==> src/rtl/dm_pkg.sv <==
// Shared encodings for the data-memory access controller.
// Latency: n/a (types, constants and a pure request check).
// Backpressure: n/a.
package dm_pkg;

  localparam int DM_AW = 7;

  localparam logic [1:0] SZ_BYTE = 2'b00;
  localparam logic [1:0] SZ_HALF = 2'b01;
  localparam logic [1:0] SZ_WORD = 2'b10;

  typedef enum logic [2:0] {
    IDLE,
    LOAD,
    RMW_RD,
    WRITE,
    RESP
  } dm_state_e;

  // A request is rejected when it is misaligned for its size or uses the reserved size code.
  function automatic logic req_bad(input logic [1:0] size, input logic [DM_AW-1:0] addr);
    case (size)
      SZ_BYTE: req_bad = 1'b0;
      SZ_HALF: req_bad = addr[0];
      SZ_WORD: req_bad = (addr[1:0] != 2'b00);
      default: req_bad = 1'b1;
    endcase
  endfunction

endpackage

==> src/rtl/dm_lane_merge.sv <==
// Byte-lane logic: extends sub-word load data and merges sub-word store data into a read word.
// Latency: combinational.
// Backpressure: none.
module dm_lane_merge
  import dm_pkg::*;
(
  input  logic [1:0]  size,
  input  logic        uns,
  input  logic [31:0] wdata,
  input  logic [31:0] rdata,
  output logic [31:0] load_data,
  output logic [31:0] merge_data
);

  logic sext;
  assign sext = ~uns;

  always_comb begin
    load_data  = rdata;
    merge_data = wdata;
    case (size)
      SZ_BYTE: begin
        load_data  = {{24{sext & rdata[7]}}, rdata[7:0]};
        merge_data = {rdata[31:8], wdata[7:0]};
      end
      SZ_HALF: begin
        load_data  = {{16{sext & rdata[15]}}, rdata[15:0]};
        merge_data = {rdata[31:16], wdata[15:0]};
      end
      default: begin
        load_data  = rdata;
        merge_data = wdata;
      end
    endcase
  end

endmodule

==> src/rtl/dm_access_ctrl.sv <==
// MEM-stage load/store controller driving a 4-byte little-endian data memory port.
// Latency: response 2 cycles after accept (load, word store), 3 (sub-word store), 1 (error).
// Backpressure: one request in flight; req_ready only in IDLE, responses cannot be stalled.
module dm_access_ctrl
  import dm_pkg::*;
(
  input  logic              clk,
  input  logic              rst,
  input  logic              req_valid,
  output logic              req_ready,
  input  logic              req_we,
  input  logic [1:0]        req_size,
  input  logic              req_unsigned,
  input  logic [DM_AW-1:0]  req_addr,
  input  logic [31:0]       req_wdata,
  output logic              resp_valid,
  output logic              resp_err,
  output logic [31:0]       resp_rdata,
  output logic              mem_rd,
  output logic              mem_wr,
  output logic [DM_AW-1:0]  mem_addr,
  output logic [31:0]       mem_wdata,
  input  logic [31:0]       mem_rdata
);

  dm_state_e        state;
  logic [1:0]       size_q;
  logic             uns_q;
  logic [DM_AW-1:0] addr_q;
  logic [31:0]      wdata_q;
  logic [31:0]      load_data;
  logic [31:0]      merge_data;
  logic             bad;

  assign bad = req_bad(req_size, req_addr);

  dm_lane_merge u_lane_merge (
    .size       (size_q),
    .uns        (uns_q),
    .wdata      (wdata_q),
    .rdata      (mem_rdata),
    .load_data  (load_data),
    .merge_data (merge_data)
  );

  // Strobes come straight from the state register, so rd and wr are mutually exclusive.
  assign req_ready  = (state == IDLE);
  assign resp_valid = (state == RESP);
  assign mem_rd     = (state == LOAD) || (state == RMW_RD);
  assign mem_wr     = (state == WRITE);
  assign mem_addr   = addr_q;
  assign mem_wdata  = wdata_q;

  always_ff @(posedge clk) begin
    if (rst) begin
      state      <= IDLE;
      size_q     <= SZ_BYTE;
      uns_q      <= 1'b0;
      addr_q     <= '0;
      wdata_q    <= '0;
      resp_err   <= 1'b0;
      resp_rdata <= '0;
    end else begin
      case (state)
        IDLE: begin
          if (req_valid) begin
            size_q     <= req_size;
            uns_q      <= req_unsigned;
            addr_q     <= req_addr;
            wdata_q    <= req_wdata;
            resp_err   <= bad;
            resp_rdata <= '0;
            if (bad)                    state <= RESP;
            else if (!req_we)           state <= LOAD;
            else if (req_size == SZ_WORD) state <= WRITE;
            else                        state <= RMW_RD;
          end
        end
        LOAD: begin
          resp_rdata <= load_data;
          state      <= RESP;
        end
        // wdata_q is reused to hold the merged word so WRITE drives it unchanged.
        RMW_RD: begin
          wdata_q <= merge_data;
          state   <= WRITE;
        end
        WRITE: begin
          state <= RESP;
        end
        RESP: begin
          resp_err   <= 1'b0;
          resp_rdata <= '0;
          state      <= IDLE;
        end
        default: begin
          state <= IDLE;
        end
      endcase
    end
  end

endmodule
==> config.mk <==
export PLATFORM = sky130hd
export DESIGN_NAME = dm_access_ctrl
export DESIGN_NICKNAME = d
export VERILOG_FILES = /design/src/rtl/dm_pkg.sv /design/src/rtl/dm_lane_merge.sv /design/src/rtl/dm_access_ctrl.sv
export SDC_FILE = /design/constraint.sdc
export NUM_CORES = 1
export LEC_CHECK = 0
export ABC_AREA = 1
export BUFFER_PORTS_ARGS = -buffer_cell sky130_fd_sc_hd__clkbuf_2
export CAP_MARGIN = 20
export CORE_ASPECT_RATIO = 1.2
export CORE_MARGIN = 2
export CORE_UTILIZATION = 50
export CTS_CLUSTER_DIAMETER = 150
export DETAILED_ROUTE_END_ITERATION = 8
export HOLD_SLACK_MARGIN = 0.1
export MAX_ROUTING_LAYER = met4
export PLACE_DENSITY = 0.87
export SLEW_MARGIN = 20
export SYNTH_ARGS = -nofsm -noshare
export SYNTH_HDL_FRONTEND = slang
export SYNTH_HIERARCHICAL = 1
export SYNTH_SLANG_ARGS = --single-unit
==> constraint.sdc <==
create_clock -name clk -period 1.5 [get_ports clk]
set_clock_uncertainty 0.1 [all_clocks]
set_input_delay 0.075 -clock clk [delete_from_list [all_inputs] [get_ports clk]]
set_output_delay 0.075 -clock clk [all_outputs]
set_load 0.02 [all_outputs]
## After elaboration in Yosys (flattened, before gate mapping)

Cells that the tools add are included.

| storage, ports and cells | value |
|---|---|
| register bits | 78 |
| bits in latches | 0 |
| bits in writable memories | 0 |
| memory bits (read-only) | 0 |
| bits of input ports | 78 |
| output and inout bits | 76 |
| logic and storage cells | 53 |
| memories | 0 |

| cells by class | value |
|---|---|
| $add $sub $neg | 0 |
| $mul | 0 |
| divide/modulo/power cells | 0 |
| order comparisons | 0 |
| eq/ne operators | 11 |
| shifts and indexed selects | 0 |
| mux-type cells | 14 |
| bitwise logic cells | 4 |
| reduce and logical (&&, ||, !) cells | 15 |

Operators with widths:

| kind | number |
|---|---|
| one-hot mux 32 bit (2 select lines) | 3 |
| one-hot mux 32 bit (3 select lines) | 1 |
| two-way mux 32 bit | 2 |
| one-hot mux 3 bit (3 select lines) | 1 |
| == test 3 x 2 -> 1 bit, second input constant | 2 |
| two-way mux 3 bit | 2 |
| AND reduction 2 bit | 3 |
| AND reduction 3 bit | 2 |
| nonzero test 2 bit | 3 |
| == test 2 x 1 -> 1 bit, second input constant | 2 |
| zero test 2 bit | 2 |
| != test 2 bit, second input constant | 2 |
| AND reduction 4 bit | 1 |
| == test 3 x 1 -> 1 bit, second input constant | 1 |
| == test 3 bit, second input constant | 1 |
| zero test 3 bit | 1 |
| != test 3 x 1 -> 1 bit, second input constant | 1 |
| one-hot mux 1 bit (3 select lines) | 1 |
| nonzero test 3 bit | 1 |
| bitwise AND 1 bit | 2 |
| == test 2 bit, second input constant | 1 |
| two-way mux 1 bit | 2 |
| two-way mux 2 bit | 1 |
| != test 2 x 1 -> 1 bit, second input constant | 1 |
| other kinds (4) | 5 |

## Depth between registers and ports, before layout

| logic depth | value |
|---|---|
| depth after elaboration | 6 |
| depth in mapped cells | 8 |
| mapped depth without buffers | 7 |

## Cells and area by module

The synthesis kept the hierarchy.

Modules (own cells, without submodules):

| module | instances | cells an instance | area each (µm²) | seq. area each (µm²) |
|---|---|---|---|---|
| dm_access_ctrl | 1 | 532 | 3413.3 | 1561.5 |
| dm_lane_merge | 1 | 156 | 773.2 | 0.0 |

## Worst setup path before layout

No wires, ideal clock.

| timing | value |
|---|---|
| kind | register -> register |
| from | reg state[1] |
| to | reg size_q[0] |
| setup time | 0.116 ns |
| data arrival time | 1.229 ns |
| required time | 1.284 ns |
| slack | 0.056 ns |
| stages on the path, launching flop included | 9 |
| buffers on the path | 2 |
| period minus slack after synthesis | 1.444 ns |
| cells stage by stage | dfxtp_1 > buf_6 > inv_2 > nand2_1 > nor2_2 > nand2_1 > buf_2 > nor2_1 > nor2_1 |

| between the ends | value |
|---|---|
| word-level cells in the longest chain between the ends | 2 |

RTL lines:

| item | line | RTL |
|---|---|---|
| start, declared | dm_access_ctrl.sv:26 | `dm_state_e state;` |
| start signal, assigned | dm_access_ctrl.sv:56 | `state <= IDLE;` |
| start signal, assigned | dm_access_ctrl.sv:73 | `if (bad) state <= RESP;` |
| start signal, assigned | dm_access_ctrl.sv:74 | `else if (!req_we) state <= LOAD;` |
| zero test 3 bit | - |  |
| net req_ready | dm_access_ctrl.sv:10 | `output logic req_ready,` |
| AND reduction 2 bit (no source line) | - |  |
| end signal, assigned | dm_access_ctrl.sv:67 | `size_q <= req_size;` |
| end, declared | dm_access_ctrl.sv:27 | `logic [1:0] size_q;` |

The timed path passes the listed nets, and every way through them passes these cells.
A chain may end at the register's enable or synchronous reset.

## Worst setup path in the final report

| timing | value |
|---|---|
| from | reg state[1] |
| to | out resp_valid |

| between the ends | value |
|---|---|
| word-level cells in the longest chain between the ends | 1 |

RTL lines:

| item | line | RTL |
|---|---|---|
| == test 3 bit | dm_access_ctrl.sv:48 | `assign resp_valid = (state == RESP);` |
| end, declared | dm_access_ctrl.sv:16 | `output logic resp_valid,` |

Every way passes these cells.

==> summary.txt <==
Finish
  • Synth-to-layout area growth: 45.1%
  • NumNets Final: roughly 970
  • Antenna fix cells: 0
  • Final Core Density: 74.9%
  • Share of layout cells above drive strength 1: 24.9%
  • Non-Filler Instances: roughly 1000
  • Post-route cell area: 6070 um^2
  • Filler Cell Count: 612

Power
  • Total power: just under 6 mW
  • Psw: 2.16 mW
  • Maximum VDD drop: about 0.60 mV
  • Power per cell area: 965 nW/um^2
  • Power share of the clock group: 24.3%
  • Seq pwr share: 41.0%
  • Sw frac: 36.8%
  • Cell internal pwr: 3.71 mW
  • Comb power frac: 34.7%
  • Pleak: approximately 3.1 nW

Floorplanning
  • Die Ht: roughly 100 um
  • Io pins: 154
  • Core box area: 8110 um^2
  • Starting Density: 51.6%
  • Die width: between 80 and 90 um
  • Die Footprint: 9120 um^2
  • Site Rows: 36

Route
  • Drt via density: ~5.2
  • Drt wl/cell: between 15 and 20 um
  • DRT Wirelength: 15000 um
  • Drt pass-1 iters: 8
  • Final ANT Viol Nets: 0
  • Via count: a little over 5k
  • DRT iter0 DRCs: 546
  • Drt drc: 0

Clocking
  • CTS Root Cell: clkbuf_8
  • CTS tree: built
  • Latest clock arrival within the worst-skew pair: 0.34 ns
  • Clock transition at path regs: 0.09 ns
  • Num Clock Sinks: 78
  • Cts bufs inserted: 9
  • H-tree Lvls: 3
  • Clock Path Buffers: 2

Job
  • Max-Cap Viols: 0

STA
  • Max Freq: 678 MHz
  • Tcrit/Tclk final: 98.4%
  • Final setup vio count: 0
  • Relative slew margins: 74.9%
  • Slew Viols, Final: 0
  • Measured slew at the worst slew-check pin: 0.377 ns
  • RSZ-0062 raised after global routing: true
  • Minimum clock period: 1.48 ns
  • Final hold violations: 0

GRT
  • First-pass GRT wire length: 23300 um
  • Largest net degree at the start of global routing: 55
  • All-layer global routing usage: 32.7%
  • Remaining Overflow, GRT: 0
  • Vias in the first global route: 5057
  • Antenna violations before repair: 0

Critical path
  • CP Capture Type: output port
  • Worst Setup Start Kind: flop
  • Kind of critical path: flop to output port
  • CP cell instances: inv_4, nand2_1, nor2_1, buf_2
  • Data arrival time of the worst path: 1.30 ns
  • CP max stage delay: 0.40 ns
  • Max Fanout on Critical Path: 6
  • Slowest cell on crit path: dfxtp_4
  • CP required: 1.32 ns

Yosys
  • Most instantiated cells after synthesis: nand2_1, nor2_1, dfxtp_1
  • Netlist Area Pre-Place: roughly 4200 um^2
  • Synth Flop Type: dfxtp_1
  • Async S/R FF share, synth: 0%
  • Most frequent cell after synthesis: nand2_1
  • Yosys top cell by area: dfxtp_1
  • Synth Instances: 688
  • Avg Synthesized Cell Area: ~6.1 um^2
  • Top cell type's share of synthesized area: roughly 37%
  • Syn Nets: 766
  • Synth unique cells: 20
  • Dominant cells by area after synthesis: dfxtp_1, nand2_1, nor2_1
  • Synthesis Warnings: 6
  • Register area share after synthesis: between 30% and 40%
  • Synth Register Bits: 78
  • Number of synthesized flops with an enable pin: 0

Placement
  • Cell Area, Placed: between 4000 and 5000 um^2
  • Placed Instances: between 800 and 900
  • I/O Buffers: 153
  • Routability cong.: 0.870
  • DP Wirelength: between 7000 and 8000 um

Min path
  • Type of the most critical hold path: primary input to flop

Status
  • Status: complete, no violations
## power by group through the flow
stage	clock network, mW	registers (mW)	logic, mW
4_1_cts	1.44	2.39	1.82
6_report	1.43	2.40	2.03
3_3_place_gp	0	2.43	1.60
3_5_place_dp	0	2.43	1.61
2_1_floorplan	0	2.61	0.990
5_1_grt	1.54	2.42	2.22
## state kept, by name, indices dropped and copies added (netlist names)
name	count
uns_q	1
mem_wdata	32
state	3
size_q	2
resp_rdata	32
resp_err	1
mem_addr	7
## cell families (layout without fill, tap and decap cells)
| family | after synthesis | count (layout) | share of synthesized area, % |
|---|---|---|---|
| flip-flops | 78 | 78 | 37.3 |
| AO/OA/AOI/OAI | 83 | 83 | 10.0 |
| buffers and inverters | 114 | 327 | 13.6 |
| AND/OR/NAND/NOR | 413 | 413 | 39.1 |
## layer usage
metal | track usage [%] | routed length (um) | share of wire (%) | vias up
met3 | 5.71 | 1130 | 7.5 | 81
met1 | 37.3 | 5740 | 38 | 2263
li1 | - | - | - | 2490
met4 | 18.4 | 762 | 5.1 | 0
met5 | - | 0 | 0 | -
met2 | 53.2 | 7320 | 49 | 315
## cell type report
class,count,area [um^2],share of cell area (%)
clock buffer,10,138,2.27
tap,95,119,1.96
timing repair buffer,254,1840,30.4
clock inverter,6,37.5,0.618
sequential,78,1570,25.9
inverter,57,216,3.56
multi-input combinational,496,2150,35.4
## final timing paths
check                                   start        endpoint  slack (ns)  cells after the start
worst max-delay path                 state[1]      resp_valid        0.02                      4
worst max register to register       state[0]   resp_rdata[9]        0.03                      8
worst min register to register  resp_rdata[3]   resp_rdata[3]        0.36                      2
worst min-delay path                      rst  resp_rdata[23]        0.13                      3
## worst max-delay path: cells and delay by family, from the launching register on
kind | cells | cell delay [ns]
simple gates | 2 | 0.28
buf+inv | 2 | 0.29
flops | 1 | 0.40
## per-stage QoR
stage / TNS [ns] / setup WS [ns] / hold WS, ns
6_report: 0 / 0.0241 / 0.133
5_1_grt: -0.300 / -0.0259 / 0.164
4_1_cts: 0 / 0.00518 / 0.122
3_5_place_dp: 0 / 0.0225 / 0.202
3_3_place_gp: 0 / 0.0505 / 0.200
2_1_floorplan: 0 / 0.0556 / 0.110
## cell usage in the layout, fill, tap and decap left out, types with 6 or more instances in the layout
master and count:
nand2_1 288, inv_1 54, a21oi_2 6, a21oi_1 31, nand3_1 20, clkbuf_2 150, buf_4 15, dlygate4sd3_1 76
buf_12 6, nor2_1 89, o21ai_0 44, clkbuf_8 10, dfxtp_1 74
## repair_timing
| item | CTS | global route |
|---|---|---|
| hold endpoints to repair | 78 | 0 |
| cloned | 1 | 3 |
| pin swaps | 2 | 4 |
| buffers inserted | 6 | 2 |
| setup endpoints to repair | 6 | 53 |
| hold buffers | 76 | 0 |
| resized for setup | 8 | 27 |
Note: power is estimated with default switching activity, not from simulation.
